File: src/rtl/micro_reg_arbiter_pkg.sv
// Shared constants for the microcode register-file arbiter: file protocol
// encodings (register map selectors, CPU execute phases) and FSM states.
package micro_reg_arbiter_pkg;

  localparam int DATA_WIDTH     = 16;
  localparam int REG_SPEC_WIDTH = 4;
  localparam int CPU_STATES     = 8;
  localparam int CPU_STATE_W    = $clog2(CPU_STATES);

  localparam logic [CPU_STATE_W-1:0] EXECUTE1 = CPU_STATE_W'(2);
  localparam logic [CPU_STATE_W-1:0] EXECUTE2 = CPU_STATE_W'(3);

  localparam logic [3:0] REG_SEL_MAP     = 4'hE;
  localparam logic [3:0] REG_WR_DATA_MAP = 4'hF;

  localparam logic REG_FILE_READ  = 1'b0;
  localparam logic REG_FILE_WRITE = 1'b1;

  typedef enum logic [2:0] {
    MRA_IDLE = 3'd0,
    MRA_SEL  = 3'd1,
    MRA_DATA = 3'd2,
    MRA_ACC  = 3'd3,
    MRA_RESP = 3'd4
  } mra_state_e;

endpackage

File: src/rtl/micro_reg_arbiter_rr.sv
// Round-robin picker: first asserted request at or after ptr, wrapping.
// Produces a one-hot grant and its index; nothing is granted when disabled.
module rr_arbiter #(
  parameter int NUM_REQ = 2,
  parameter int IDX_W   = $clog2(NUM_REQ)
) (
  input  logic [NUM_REQ-1:0] req,
  input  logic [IDX_W-1:0]   ptr,
  input  logic               enable,
  output logic [NUM_REQ-1:0] grant,
  output logic [IDX_W-1:0]   index
);

  int unsigned w_idx;
  logic        w_hit;

  always_comb begin
    grant = '0;
    index = '0;
    w_hit = 1'b0;
    w_idx = 0;
    for (int unsigned k = 0; k < NUM_REQ; k++) begin
      w_idx = (ptr + k) % NUM_REQ;
      if (enable && !w_hit && req[w_idx]) begin
        grant[w_idx] = 1'b1;
        index        = IDX_W'(w_idx);
        w_hit        = 1'b1;
      end
    end
  end

endmodule

File: src/rtl/micro_reg_arbiter.sv
// Arbitrates requesters onto the microcode register file and sequences its
// two-phase (EXECUTE1 select/data, EXECUTE2 access) protocol per request.
module micro_reg_arbiter
  import micro_reg_arbiter_pkg::*;
#(
  parameter  int NUM_REQ = 2,
  parameter  int DATA_W  = DATA_WIDTH,
  parameter  int ADDR_W  = REG_SPEC_WIDTH,
  localparam int ID_W    = $clog2(NUM_REQ)
) (
  input  logic                      sys_clk,
  input  logic                      sys_reset_n,
  input  logic [NUM_REQ-1:0]        req_valid,
  input  logic [NUM_REQ-1:0]        req_rw,
  input  logic [NUM_REQ*ADDR_W-1:0] req_addr,
  input  logic [NUM_REQ*DATA_W-1:0] req_wdata,
  output logic [NUM_REQ-1:0]        req_ready,
  output logic                      rsp_valid,
  output logic [ID_W-1:0]           rsp_id,
  output logic [DATA_W-1:0]         rsp_rdata,
  output logic                      busy,
  output logic [CPU_STATE_W-1:0]    rf_cpu_state,
  output logic                      rf_en,
  output logic                      rf_rw,
  output logic [3:0]                rf_dst,
  output logic [DATA_W-1:0]         rf_bus,
  input  logic [DATA_W-1:0]         rf_rd_data
);

  mra_state_e        r_state;
  logic [ID_W-1:0]   r_ptr;
  logic [ID_W-1:0]   r_id;
  logic              r_rw;
  logic [ADDR_W-1:0] r_addr;
  logic [DATA_W-1:0] r_wdata;

  logic [NUM_REQ-1:0] w_grant;
  logic [ID_W-1:0]    w_idx;
  logic               w_arb_en;

  // Reset gates the grant so a requester never sees an accept that is discarded.
  assign w_arb_en = (r_state == MRA_IDLE) && sys_reset_n;

  rr_arbiter #(
    .NUM_REQ (NUM_REQ),
    .IDX_W   (ID_W)
  ) u_rr (
    .req    (req_valid),
    .ptr    (r_ptr),
    .enable (w_arb_en),
    .grant  (w_grant),
    .index  (w_idx)
  );

  always_ff @(posedge sys_clk) begin
    if (!sys_reset_n) begin
      r_state <= MRA_IDLE;
      r_ptr   <= '0;
      r_id    <= '0;
      r_rw    <= REG_FILE_READ;
      r_addr  <= '0;
      r_wdata <= '0;
    end else begin
      case (r_state)
        MRA_IDLE: begin
          if (|w_grant) begin
            r_rw    <= req_rw[w_idx];
            r_addr  <= req_addr[w_idx*ADDR_W +: ADDR_W];
            r_wdata <= req_wdata[w_idx*DATA_W +: DATA_W];
            r_id    <= w_idx;
            r_ptr   <= (w_idx == ID_W'(NUM_REQ - 1)) ? '0 : w_idx + 1'b1;
            r_state <= MRA_SEL;
          end
        end
        MRA_SEL:  r_state <= (r_rw == REG_FILE_WRITE) ? MRA_DATA : MRA_ACC;
        MRA_DATA: r_state <= MRA_ACC;
        MRA_ACC:  r_state <= MRA_RESP;
        MRA_RESP: r_state <= MRA_IDLE;
        default:  r_state <= MRA_IDLE;
      endcase
    end
  end

  always_comb begin
    req_ready    = w_grant;
    rsp_valid    = (r_state == MRA_RESP);
    rsp_id       = (r_state == MRA_RESP) ? r_id : '0;
    rsp_rdata    = ((r_state == MRA_RESP) && (r_rw == REG_FILE_READ)) ? rf_rd_data : '0;
    busy         = (r_state != MRA_IDLE);
    rf_cpu_state = EXECUTE1;
    rf_en        = 1'b0;
    rf_rw        = REG_FILE_READ;
    rf_dst       = REG_SEL_MAP;
    rf_bus       = '0;
    case (r_state)
      MRA_SEL: begin
        rf_en  = 1'b1;
        rf_bus = DATA_W'(r_addr);
      end
      MRA_DATA: begin
        rf_en  = 1'b1;
        rf_dst = REG_WR_DATA_MAP;
        rf_bus = r_wdata;
      end
      MRA_ACC: begin
        rf_en        = 1'b1;
        rf_cpu_state = EXECUTE2;
        rf_rw        = r_rw;
      end
      default: ;
    endcase
  end

endmodule

File: config.mk
export PLATFORM = sky130hd
export DESIGN_NAME = micro_reg_arbiter
export DESIGN_NICKNAME = d
export VERILOG_FILES = /design/src/rtl/micro_reg_arbiter_pkg.sv /design/src/rtl/micro_reg_arbiter_rr.sv /design/src/rtl/micro_reg_arbiter.sv
export SDC_FILE = /design/constraint.sdc
export NUM_CORES = 1
export LEC_CHECK = 0
export BUFFER_PORTS_ARGS = -buffer_cell sky130_fd_sc_hd__buf_2
export CORE_UTILIZATION = 44
export CTS_BUF_LIST = sky130_fd_sc_hd__clkbuf_4 sky130_fd_sc_hd__clkbuf_8 sky130_fd_sc_hd__clkbuf_16
export CTS_CLUSTER_SIZE = 25
export DETAILED_ROUTE_END_ITERATION = 10
export PLACE_DENSITY = 0.82
export SYNTH_ARGS = -nofsm -noshare
export SYNTH_HDL_FRONTEND = slang
export SYNTH_SLANG_ARGS = --single-unit
File: constraint.sdc
create_clock -name sys_clk -period 2.2 [get_ports sys_clk]
set_input_delay 0.22 -clock sys_clk [delete_from_list [all_inputs] [get_ports sys_clk]]
set_output_delay 0.22 -clock sys_clk [all_outputs]
set_load 0.02 [all_outputs]
==> impl_metrics.env <==
export IMPL_die_h_um=66.5
export IMPL_firstDrtPassIters=4
export IMPL_layout_commonest_cell="buf_2"
export IMPL_antenna_found_initial=0
export IMPL_multi_input_area_um2=1070
export IMPL_diodes=0
export IMPL_fmax_mhz=502
export IMPL_postCtsSetupRepairBufs=0
export IMPL_via_per_inst=5.54
export IMPL_pin_count=108
export IMPL_drc=0
export IMPL_syn_avg_cell_area_um2=8.18
export IMPL_finalCriticalPeriod_ps=1990
export IMPL_required_ps=1980
export IMPL_drt_iter0_markers=198
export IMPL_synthCells=224
export IMPL_maxCapViolations=0
export IMPL_antenna_left=0
export IMPL_wl_per_cell_um=13.8
export IMPL_clk_pin_slew_ps=90
export IMPL_clockBufferDepth=2
export IMPL_coreArea_um2=4000
export IMPL_fin_tns_setup_ps=0
export IMPL_path_class="reg2out"
export IMPL_wirelength_um=4950
export IMPL_synthesis_area_um2=1830
export IMPL_yosysWarnings=0
export IMPL_regArea_um2=520
export IMPL_rrSetupSlack_ps=330
export IMPL_ir_worst_vdd_v=0.000341
export IMPL_relSlewSlack_pct=35.3
export IMPL_die_area_um2=4420
export IMPL_root_buffer="clkbuf_8"
export IMPL_power_frac_seq_pct=36.8
export IMPL_power_density_nw_per_um2=678
export IMPL_p_comb_share_pct=38.8
export IMPL_grt_pass1_wl_um=7510
export IMPL_grt_overflow=0
export IMPL_p_int_uw=1060
export IMPL_fillers=362
export IMPL_crit_path_start_kind="flop"
export IMPL_yosysSeqAreaShare_pct=28.4
export IMPL_clock_latency_ps=270
export IMPL_grt_util_all_layers_pct=22.1
export IMPL_postCtsHoldBufs=0
export IMPL_hp_class="in2reg"
export IMPL_hold_violations=0
export IMPL_worstMarginPinSlew_ps=964
export IMPL_vias=1993
export IMPL_cts_tree="yes"
export IMPL_p_leak_uw=0.00134
export IMPL_cp_top_family="simple AND/OR/NAND/NOR gates"
export IMPL_hpwlAfterDp_um=3680
export IMPL_status="finished clean"
export IMPL_grt_pass1_vias=1603
export IMPL_cts_made_buffers=3
export IMPL_crit_fanout=18
export IMPL_post_cts_resized=0
export IMPL_period_share_pct=90.6
export IMPL_htreeDepth=1
export IMPL_layout_cells_most_common_list="buf_2 (102), dfxtp_1 (26), inv_1 (23)"
export IMPL_clock_skew_ps=1.86
export IMPL_gp_congestion=0.827
export IMPL_start_util_pct=45.8
export IMPL_grt_start_max_net_pins=28
export IMPL_endpoint_kind="output port"
export IMPL_swShare_pct=34.6
export IMPL_p_total_uw=1620
export IMPL_rsz0062_at_grt="no"
export IMPL_clkPwrFrac_pct=24.4
export IMPL_synth_distinct_cells=35
export IMPL_cp_slowest_stage_delay_ps=440
export IMPL_slew_viol_final=0
export IMPL_drive_above_1_share_pct=40.0
export IMPL_setup_viol=0
export IMPL_ys_ff_latch=26
export IMPL_rows=23
export IMPL_portBuffers=102
export IMPL_final_util_pct=59.9
export IMPL_critPathSlowestCell="dfxtp_1"
export IMPL_fin_nets=373
export IMPL_cts_sinks=26
export IMPL_crit_arrival_ps=1770
export IMPL_area_growth_synth_to_final_pct=30.7
export IMPL_die_x_um=66.5
export IMPL_cp_cell_sequence="nor4b_4 > buf_4 > nand3_1 > inv_1 > buf_2"
export IMPL_worstPathBufferInverterCount=3
export IMPL_p_switching_uw=562
[layer usage]
metal | GRT usage (%) | part of all wire (%) | up-vias
met5 | 0 | 0 | -
met4 | 3.99 | 0.36 | 0
met3 | 3.42 | 7.0 | 2
met2 | 38.1 | 49 | 94
met1 | 29.1 | 44 | 900
li1 | - | - | 997
[through the flow]
| step | setup WS [ps] | cells | hold WS, ps | instance area [µm²] |
|---|---|---|---|---|
| after CTS | 199 | 360 | 276 | 2390 |
| after global placement | 411 | 356 | 465 | 2320 |
| final | 206 | 360 | 278 | 2390 |
| after global routing | 85.5 | 360 | 302 | 2390 |
| after floorplan | 464 | 227 | 452 | 1840 |
| after detailed placement | 367 | 356 | 480 | 2320 |
[power by group through the flow]
stage          sequential (µW)  clock (µW)  combinational (µW)
5_1_grt                    608         425                 695
3_5_place_dp               608           0                 629
6_report                   598         396                 629
2_1_floorplan              585           0                 480
4_1_cts                    597         399                 631
3_3_place_gp               606           0                 616
[synth_stat cells]
cell	count	area share (%)
nor2_1	9	1.8
buf_4	5	2.0
nor3b_1	1	0.41
o311a_1	13	7.1
buf_6	3	1.8
o211a_1	1	0.55
and2_1	14	4.8
clkbuf_1	19	3.9
o221a_2	4	2.5
a22oi_1	4	1.6
a31oi_1	21	7.2
inv_1	23	4.7
nand2b_1	2	0.68
dfxtp_1	26	28
nor4b_4	1	1.3
and4_1	13	6.2
and3_1	17	5.8
a21boi_0	1	0.41
nor2_4	1	0.61
or3_1	1	0.34
o21bai_1	12	4.9
o21ba_2	1	0.55
a21oi_1	2	0.55
nor2b_1	2	0.68
buf_2	4	1.1
o221a_1	4	2.5
a311o_1	8	4.4
conb_1	2	0.41
o21ai_1	1	0.27
nor3_1	1	0.27
o21ai_0	2	0.55
or4b_1	1	0.55
nand3_1	1	0.27
buf_1	2	0.41
nand2_1	2	0.41
[registers in the layout, indices dropped and copies added, names as in the netlist]
register / flops
r_wdata: 16
r_addr: 4
r_state: 3
r_id: 1
r_ptr: 1
r_rw: 1
[tightest hold or removal path: cells and delay by family]
kind / cells / cell delay (ps)
buffers and inverters: 1 / 130
and+or+nand+nor: 2 / 160
[cell families (layout without fill, tap and decap cells)]
logic type,Yosys count,in the layout,share of synthesized area (%)
compound gates,74,74,33.0
flops,26,26,28.4
buf+inv,56,139,14.0
other cells,2,5,0.410
simple gates,66,66,24.2
[worst paths after layout]
path,startpoint,endpoint,cells after the start
setup / recovery,r_state[2],req_ready[1],5
hold / removal,sys_reset_n,r_state[2],3
setup reg to reg,r_state[2],r_wdata[15],4
hold reg to reg,r_id,r_id,2
[layout make-up]
type / instances / area share, %
Inverter: 23 / 3.61
Sequential cell: 26 / 21.7
Clock buffer: 3 / 1.72
Timing Repair Buffer: 112 / 24.5
Tap cell: 50 / 2.61
Multi-Input combinational cell: 145 / 44.6
Clock inverter: 1 / 1.25
Note: power is estimated with default switching activity, not from simulation.
